$ cat config.mk
export PLATFORM = sky130hd
export DESIGN_NAME = cart_upload
export DESIGN_NICKNAME = d
export VERILOG_FILES = /design/src/rtl/vectrex_io_pkg.sv /design/src/rtl/upload_csum.sv /design/src/rtl/cart_upload.sv
export SDC_FILE = /design/constraint.sdc
export NUM_CORES = 1
export LEC_CHECK = 0
export CAP_MARGIN = 20
export CORE_MARGIN = 2
export CORE_UTILIZATION = 45
export CTS_BUF_LIST = sky130_fd_sc_hd__clkbuf_8 sky130_fd_sc_hd__clkbuf_16
export DETAILED_ROUTE_END_ITERATION = 6
export DONT_BUFFER_PORTS = 1
export SLEW_MARGIN = 20
export SYNTH_ARGS = -nofsm -noshare
export SYNTH_HDL_FRONTEND = slang
export SYNTH_SLANG_ARGS = --single-unit
export TNS_END_PERCENT = 1
$ cat constraint.sdc
create_clock -name clock -period 6.6 [get_ports clock]
set_input_delay 0.66 -clock clock [delete_from_list [all_inputs] [get_ports clock]]
set_output_delay 0.66 -clock clock [all_outputs]
set_load 0.05 [all_outputs]
$ cat src/rtl/vectrex_io_pkg.sv
// Shared types and constants for the cartridge HPS I/O paths (download/upload).
package vectrex_io_pkg;

    typedef enum logic [1:0] {
        IDLE = 2'd0,
        REQ  = 2'd1,
        LAT  = 2'd2,
        DONE = 2'd3
    } state_t;

    localparam logic [7:0] FILL_BYTE = 8'hFF;
    localparam int         IOCTL_AW  = 25;

endpackage

$ cat src/rtl/upload_csum.sv
// 16-bit running byte sum with synchronous clear; clear wins over add.
module upload_csum (
    input  logic        clock,
    input  logic        reset,
    input  logic        clr,
    input  logic        add_en,
    input  logic [7:0]  din,
    output logic [15:0] sum
);

    logic [15:0] sum_q, sum_d;

    always_comb begin
        sum_d = sum_q;
        if (clr)
            sum_d = 16'h0000;
        else if (add_en)
            sum_d = sum_q + {8'h00, din};
    end

    always_ff @(posedge clock or posedge reset) begin
        if (reset)
            sum_q <= 16'h0000;
        else
            sum_q <= sum_d;
    end

    assign sum = sum_q;

endmodule

$ cat src/rtl/cart_upload.sv
// HPS upload (readback) of cartridge RAM: range check, arbitrated RAM read,
// fixed-latency capture, stall to HPS and running checksum of delivered bytes.
module cart_upload
    import vectrex_io_pkg::*;
#(
    parameter int RD_LAT = 2,
    parameter int ADDR_W = 15
) (
    input  logic                clock,
    input  logic                reset,
    input  logic                ioctl_upload,
    input  logic                ioctl_rd,
    input  logic [IOCTL_AW-1:0] ioctl_addr,
    output logic [7:0]          ioctl_din,
    output logic                ioctl_wait,
    input  logic [ADDR_W-1:0]   cart_mask,
    output logic                ram_rd,
    input  logic                ram_gnt,
    output logic [ADDR_W-1:0]   ram_addr,
    input  logic [7:0]          ram_dout,
    output logic [15:0]         checksum,
    output logic                upload_done,
    output logic                overrun
);

    localparam int CNT_W = 2;
    localparam logic [CNT_W-1:0] LAT_INIT = CNT_W'(RD_LAT - 1);

    state_t              state_q, state_d;
    logic [ADDR_W-1:0]   addr_q, addr_d;
    logic [7:0]          data_q, data_d;
    logic [CNT_W-1:0]    cnt_q, cnt_d;
    logic                wait_q, wait_d;
    logic                ram_rd_q, ram_rd_d;
    logic                ovr_q, ovr_d;
    logic                upl_q, upl_d;
    logic                done_q, done_d;

    logic                rise, fall, rd_ok, out_of_range;
    logic                csum_clr, csum_add;

    assign rise  = ioctl_upload & ~upl_q;
    assign fall  = ~ioctl_upload & upl_q;
    assign rd_ok = ioctl_upload & ioctl_rd;

    // Anything above the RAM window, or any bit outside the image mask, misses.
    assign out_of_range = (ioctl_addr[IOCTL_AW-1:ADDR_W] != '0) ||
                          ((ioctl_addr[ADDR_W-1:0] & ~cart_mask) != '0);

    always_comb begin
        state_d  = state_q;
        addr_d   = addr_q;
        data_d   = data_q;
        cnt_d    = cnt_q;
        ram_rd_d = ram_rd_q;
        ovr_d    = ovr_q;
        upl_d    = ioctl_upload;
        done_d   = fall;
        csum_clr = rise;
        csum_add = 1'b0;

        case (state_q)
            IDLE: begin
                if (rd_ok) begin
                    addr_d = ioctl_addr[ADDR_W-1:0];
                    if (out_of_range) begin
                        data_d  = FILL_BYTE;
                        state_d = DONE;
                    end else begin
                        ram_rd_d = 1'b1;
                        state_d  = REQ;
                    end
                end
            end
            REQ: begin
                if (ram_gnt) begin
                    ram_rd_d = 1'b0;
                    cnt_d    = LAT_INIT;
                    state_d  = LAT;
                end
            end
            LAT: begin
                if (cnt_q == '0) begin
                    data_d  = ram_dout;
                    state_d = DONE;
                end else begin
                    cnt_d = cnt_q - 1'b1;
                end
            end
            DONE: begin
                csum_add = 1'b1;
                state_d  = IDLE;
            end
            default: state_d = IDLE;
        endcase

        // Session end kills a read still waiting on RAM; a byte already in
        // DONE is delivered and counted as usual.
        if (fall && (state_q == REQ || state_q == LAT)) begin
            state_d  = IDLE;
            ram_rd_d = 1'b0;
            data_d   = data_q;
        end

        if (rd_ok && state_q != IDLE)
            ovr_d = 1'b1;
        if (rise)
            ovr_d = 1'b0;
    end

    // Stall tracks the next state so it rises the cycle after the strobe.
    assign wait_d = (state_d != IDLE);

    always_ff @(posedge clock or posedge reset) begin
        if (reset) begin
            state_q  <= IDLE;
            addr_q   <= '0;
            data_q   <= 8'h00;
            cnt_q    <= '0;
            wait_q   <= 1'b0;
            ram_rd_q <= 1'b0;
            ovr_q    <= 1'b0;
            upl_q    <= 1'b0;
            done_q   <= 1'b0;
        end else begin
            state_q  <= state_d;
            addr_q   <= addr_d;
            data_q   <= data_d;
            cnt_q    <= cnt_d;
            wait_q   <= wait_d;
            ram_rd_q <= ram_rd_d;
            ovr_q    <= ovr_d;
            upl_q    <= upl_d;
            done_q   <= done_d;
        end
    end

    upload_csum u_csum (
        .clock  (clock),
        .reset  (reset),
        .clr    (csum_clr),
        .add_en (csum_add),
        .din    (data_q),
        .sum    (checksum)
    );

    assign ioctl_din   = data_q;
    assign ioctl_wait  = wait_q;
    assign ram_rd      = ram_rd_q;
    assign ram_addr    = addr_q;
    assign upload_done = done_q;
    assign overrun     = ovr_q;

endmodule

-- Word-level counts from Yosys, hierarchy flattened
Cells that the tools add are included.
- register bits after elaboration: 48
- bits of input ports: 53
- output and inout port bits: 43
- word-level logic and storage cells: 73
- $add $sub $neg: 2
- eq/ne operators: 11
- multiplexer cells: 23
- bitwise gates (word level): 8
- reductions and logical operators: 19
- operator list (cell ; number):
    two-way mux 16 bit ; 2
    two-way mux 8 bit ; 3
    adder 16 x 8 -> 16 bit ; 1
    case mux 8 bit (2 select lines) ; 1
    bitwise AND 15 bit ; 1
    inverter 15 bit ; 1
    nonzero test 15 bit ; 1
    two-way mux 2 bit ; 7
    nonzero test 2 bit ; 6
    != test 2 bit (second input constant) ; 5
    nonzero test 10 bit ; 1
    case mux 2 bit (4 select lines) ; 1
    two-way mux 1 bit ; 7
    != test 3 bit (second input constant) ; 2
    AND reduction 5 bit ; 1
    == test 2 bit (second input constant) ; 2
    logical NOT 2 bit ; 2
    case mux 2 bit (2 select lines) ; 1
    AND reduction 4 bit ; 1
    bitwise AND 1 bit ; 3
    != test 3 x 2 -> 1 bit (second input constant) ; 1
    inverter 1 bit ; 3
    AND reduction 3 bit ; 1
    nonzero test 3 bit ; 1
    other kinds (6) ; 8

-- Longest topological paths before layout
- word-level depth: 9
- gate-level depth with buffers: 8
- gate-level depth less buffers: 8

-- Modules after synthesis
A second synthesis with hierarchy kept.
- cells, all modules: 270
- area total of the unflattened synthesis: 2751.4 µm²
- by module, submodules not included (module ; instances ; cells each ; area an instance (µm²) ; seq. area each (µm²)):
    cart_upload ; 1 ; 144 ; 1590.3 ; 800.8
    upload_csum ; 1 ; 126 ; 1161.1 ; 400.4

-- Worst setup path before layout
OpenSTA, ideal clock, no wires.
- path type: register to register
- start point: reg u_csum.sum_q[0], in the netlist u_csum.sum[0]
- end point: reg u_csum.sum_q[14], in the netlist u_csum.sum[14]
- setup time: 0.078 ns
- arrival: 2.463 ns
- required time: 6.522 ns
- slack: 4.059 ns
- cell stages (with the launch flop): 9
- buffers on the path: 0
- period minus slack after synthesis: 2.541 ns
- path through: dfrtp_1 > ha_1 > inv_1 > fa_1 > and2b_1 > o2111ai_1 > and3_1 > or4_1 > a21oi_1
- word-level cells in the longest chain between the ends: 3
- RTL lines (what ; line ; text):
    from (decl) ; upload_csum.sv:11 ; logic [15:0] sum_q, sum_d;
    from (signal assigned) ; upload_csum.sv:25 ; sum_q <= sum_d;
    adder 16 x 8 -> 16 bit ; upload_csum.sv:18 ; sum_d = sum_q + {8'h00, din};
    two-way mux 16 bit ; upload_csum.sv:17 ; else if (add_en)
    two-way mux 16 bit ; upload_csum.sv:15 ; if (clr)
Every way passes these cells. The select of a mux whose other input is x is not followed.
A chain may end at the register's enable or synchronous reset.

-- Worst setup path after layout
- start point: reg state_q[0]
- end point: reg data_q[4], in the netlist ioctl_din[4]
- word-level cells in the longest chain between the ends: 5
- elaborated cells on any way between the ends: 12
- classes of those cells: 5 x eq/ne; 1 x mux; 1 x bitwise; 5 x reduce/logical
- RTL lines (what ; line ; text):
    from (decl) ; cart_upload.sv:29 ; state_t state_q, state_d;
    from (signal assigned) ; cart_upload.sv:126 ; state_q <= state_d;
    == test 2 x 1 -> 1 bit / == test 2 bit (equally long branches) ; cart_upload.sv:99, cart_upload.sv:62 ;
    logical OR 1 bit ; cart_upload.sv:99 ; if (fall && (state_q == REQ || state_q == LAT)) begin
    logical AND 1 bit ; cart_upload.sv:99 ;
    inverter 1 bit (no line) ; n/a ;
    AND reduction 5 bit (no line) ; n/a ;
    to (signal assigned) ; cart_upload.sv:128 ; data_q <= data_d;
    to (decl) ; cart_upload.sv:31 ; logic [7:0] data_q, data_d;
Parallel ways exist; a longest one is shown, timed or not.

==> metrics.cfg <==
[die]
die_w_um=82.1
start_util_pct=46.4
core-area_sq_um=5920
die-area_sq_um=6740
row_count=28
ios=96
die_h_um=82.1

[clocking]
postCtsHoldBufs=0
path_clk_slew_ps=90
clk_latency_ps=300
cts.repair.resized=0
htreeDepth=2
postCtsSetupRepairBufs=0
cts_tree=built
clk_path_buf_depth=2
cts_root_buf=clkbuf_8
numCtsBuffers=5
cts_sinks=48

[global_routing]
grtUsageTotal_pct=18.4
antenna_found_initial=1
grt_start_max_net_pins=49
grt_pass1_wl_um=9400
overflow=0
grt_pass1_vias=1963

[sta]
rsz0062_at_grt=no
fmax_mhz=348
fin_ws_ps=3730
finalSetupViolCount=0
finClkSkew_ps=8.65
hold_viol=0
min_period_ps=2870
fin_setup_tns_ps=0
slew_violations=0
slew-limit-headroom_pct=41.8
worst_pin_slew_ps=870
fin_crit_sh_pct=43.5

[synth]
yosysUniqueCellTypes=44
ys_top_cells_by_area=dfrtp_1 (44%), ha_1 (6.4%), mux2_2 (6.2%)
synth_edf_count=0
synthDominantCellAreaShare_pct=43.7
synth_cells=261
yosysWarnings=0
syn_nets=329
async_reset_ff_share_pct=100
synth-seq-cells=48
yosysTopAreaCell=dfrtp_1
synth.cell_area_sq_um=2750
ys.flop_type=dfrtp_1
syn_avg_cell_area_sq_um=10.5
seq_area_frac_synth_pct=43.7
synth_most_common_cell=dfrtp_1
yosys-top-cells-count=dfrtp_1 (48), nor2_1 (20), nand2_1 (16), o21ai_0 (16), mux2_2 (15)

[setup_path]
cp.required_ps=6790
cp.arrival_ps=3060
cp_max_fo=20
worst-r2r-cell-count=7
crit_buf_inv=1
critPathMaxStageDelay_ps=670
crit_type=register to register
worst_setup_path_end_kind=register
slowest_stage=nand3_1
cp_num_cells=7
worst_path_dominant_cell_family=compound AO/OA/AOI/OAI gates
worstSetupStartpointType=register
path_cells=inv_1 > ha_1 > nand3_1 > o21ai_0 > o211ai_1 > a31oi_4 > mux2_4

[place]
place_congestion=0.785
hpwl_um=4490
io_buffer_count=0
place_ws_ps=3730
post_dp_cell_area_sq_um=2810

[hold_path]
worstHoldPathType=input port to async pin

[status]
status=finished clean

[final_layout]
design_area_sq_um=2930
nNetsFinal=330
drive_gt1_share_pct=14.8
syn2layout_area_growth_pct=6.74

[routing]
vias_per_cell=5.80
ant_nets=0
wirelength_um=5920
drt_iter0_drc=70
firstDrtPassIters=4
met2WireLength_um=2890
wl_met1_um=2470
drc=0
via_count=1967
topRoutingLayerUsed=met4
wl_met3_um=502
wire_per_inst_um=17.5

[power_and_ir_drop]
power_density_nw_per_um2=582
leakagePower_nw=1.24
ir_worst_vdd_mv=0.250

[job]
max_cap_violations=0

==> metrics by stage <==
stage	utilization, %	std cells	total power, mW	hold WS (ps)
finish	49.5	339	1.70	378
global route	49.5	339	1.83	354
CTS	49.4	338	1.72	360
detailed placement	47.5	330	1.50	515
global placement	47.5	330	1.48	507
floorplan	-	261	1.36	478
==> logic make-up (layout without fill, tap and decap cells) <==
family / Yosys count / in the layout / synth area share, %
buffers and inverters: 20 / 22 / 2.87
other: 0 / 1 / 0
adder cells (fa/ha/maj): 15 / 15 / 7.11
flip-flops: 48 / 48 / 43.7
XOR/XNOR: 4 / 4 / 1.28
AO/OA/AOI/OAI: 61 / 61 / 16.9
multiplexers: 26 / 26 / 11.4
AND/OR/NAND/NOR: 87 / 87 / 16.7
==> placed cells by master, fill, tap and decap left out, drive strengths merged, types with 2 or more instances in the layout <==
master,count
inv,13
clkinv,2
o21bai,2
a2111oi,3
a41o,3
ha,14
o21ai,17
nor4,3
nand2,16
o211ai,3
and3,5
clkbuf,5
nand2b,11
or3,5
mux2,22
a21oi,14
nor2,20
nand3b,4
a211oi,3
mux2i,4
dfrtp,48
a21o,2
o2111ai,2
nor3,4
a31oi,5
nand3,4
nor2b,12
xnor2,3
o21a,2
==> state kept, by name, indices dropped and copies added, names as in the netlist <==
register     flops
upload_done      1
upl_q            1
cnt_q            2
state_q          2
ram_addr        15
ram_rd           1
overrun          1
ioctl_wait       1
u_csum.sum      16
ioctl_din        8
==> path summary, 6_finish.rpt <==
check,start,end,slack [ps]
setup / recovery,state_q[0],ioctl_din[4],3730
hold / removal,reset,ram_addr[12],380
setup reg to reg,state_q[0],ioctl_din[4],3730
hold reg to reg,cnt_q[1],cnt_q[1],540
max in group asynchronous,reset,ioctl_din[3],5720
min in group clock,ioctl_upload,upl_q,380
==> power by group <==
group	total, mW	switching, mW	internal (mW)	leakage (nW)
combinational	0.660	0.353	0.307	0.601
clock	0.217	0.105	0.112	0.0541
sequential	0.828	0.433	0.396	0.583
==> final cells by class <==
cell class	instances	area, sq um
diodes	1	2.50
clock buffers	5	68.8
clock inverters	3	42.5
fillers	564	2990
inverters	14	53.8
multi-input cells	193	1470
flip-flops and latches	48	1200
well taps	75	93.8
==> layer usage <==
metal | global-route usage, % | vias to the layer above
met1 | 22.2 | 953
met2 | 30.7 | 69
met4 | 5.00 | 0
met5 | 0 | -
li1 | - | 938
met3 | 6.96 | 7
Power figures use the tool's default switching activity.
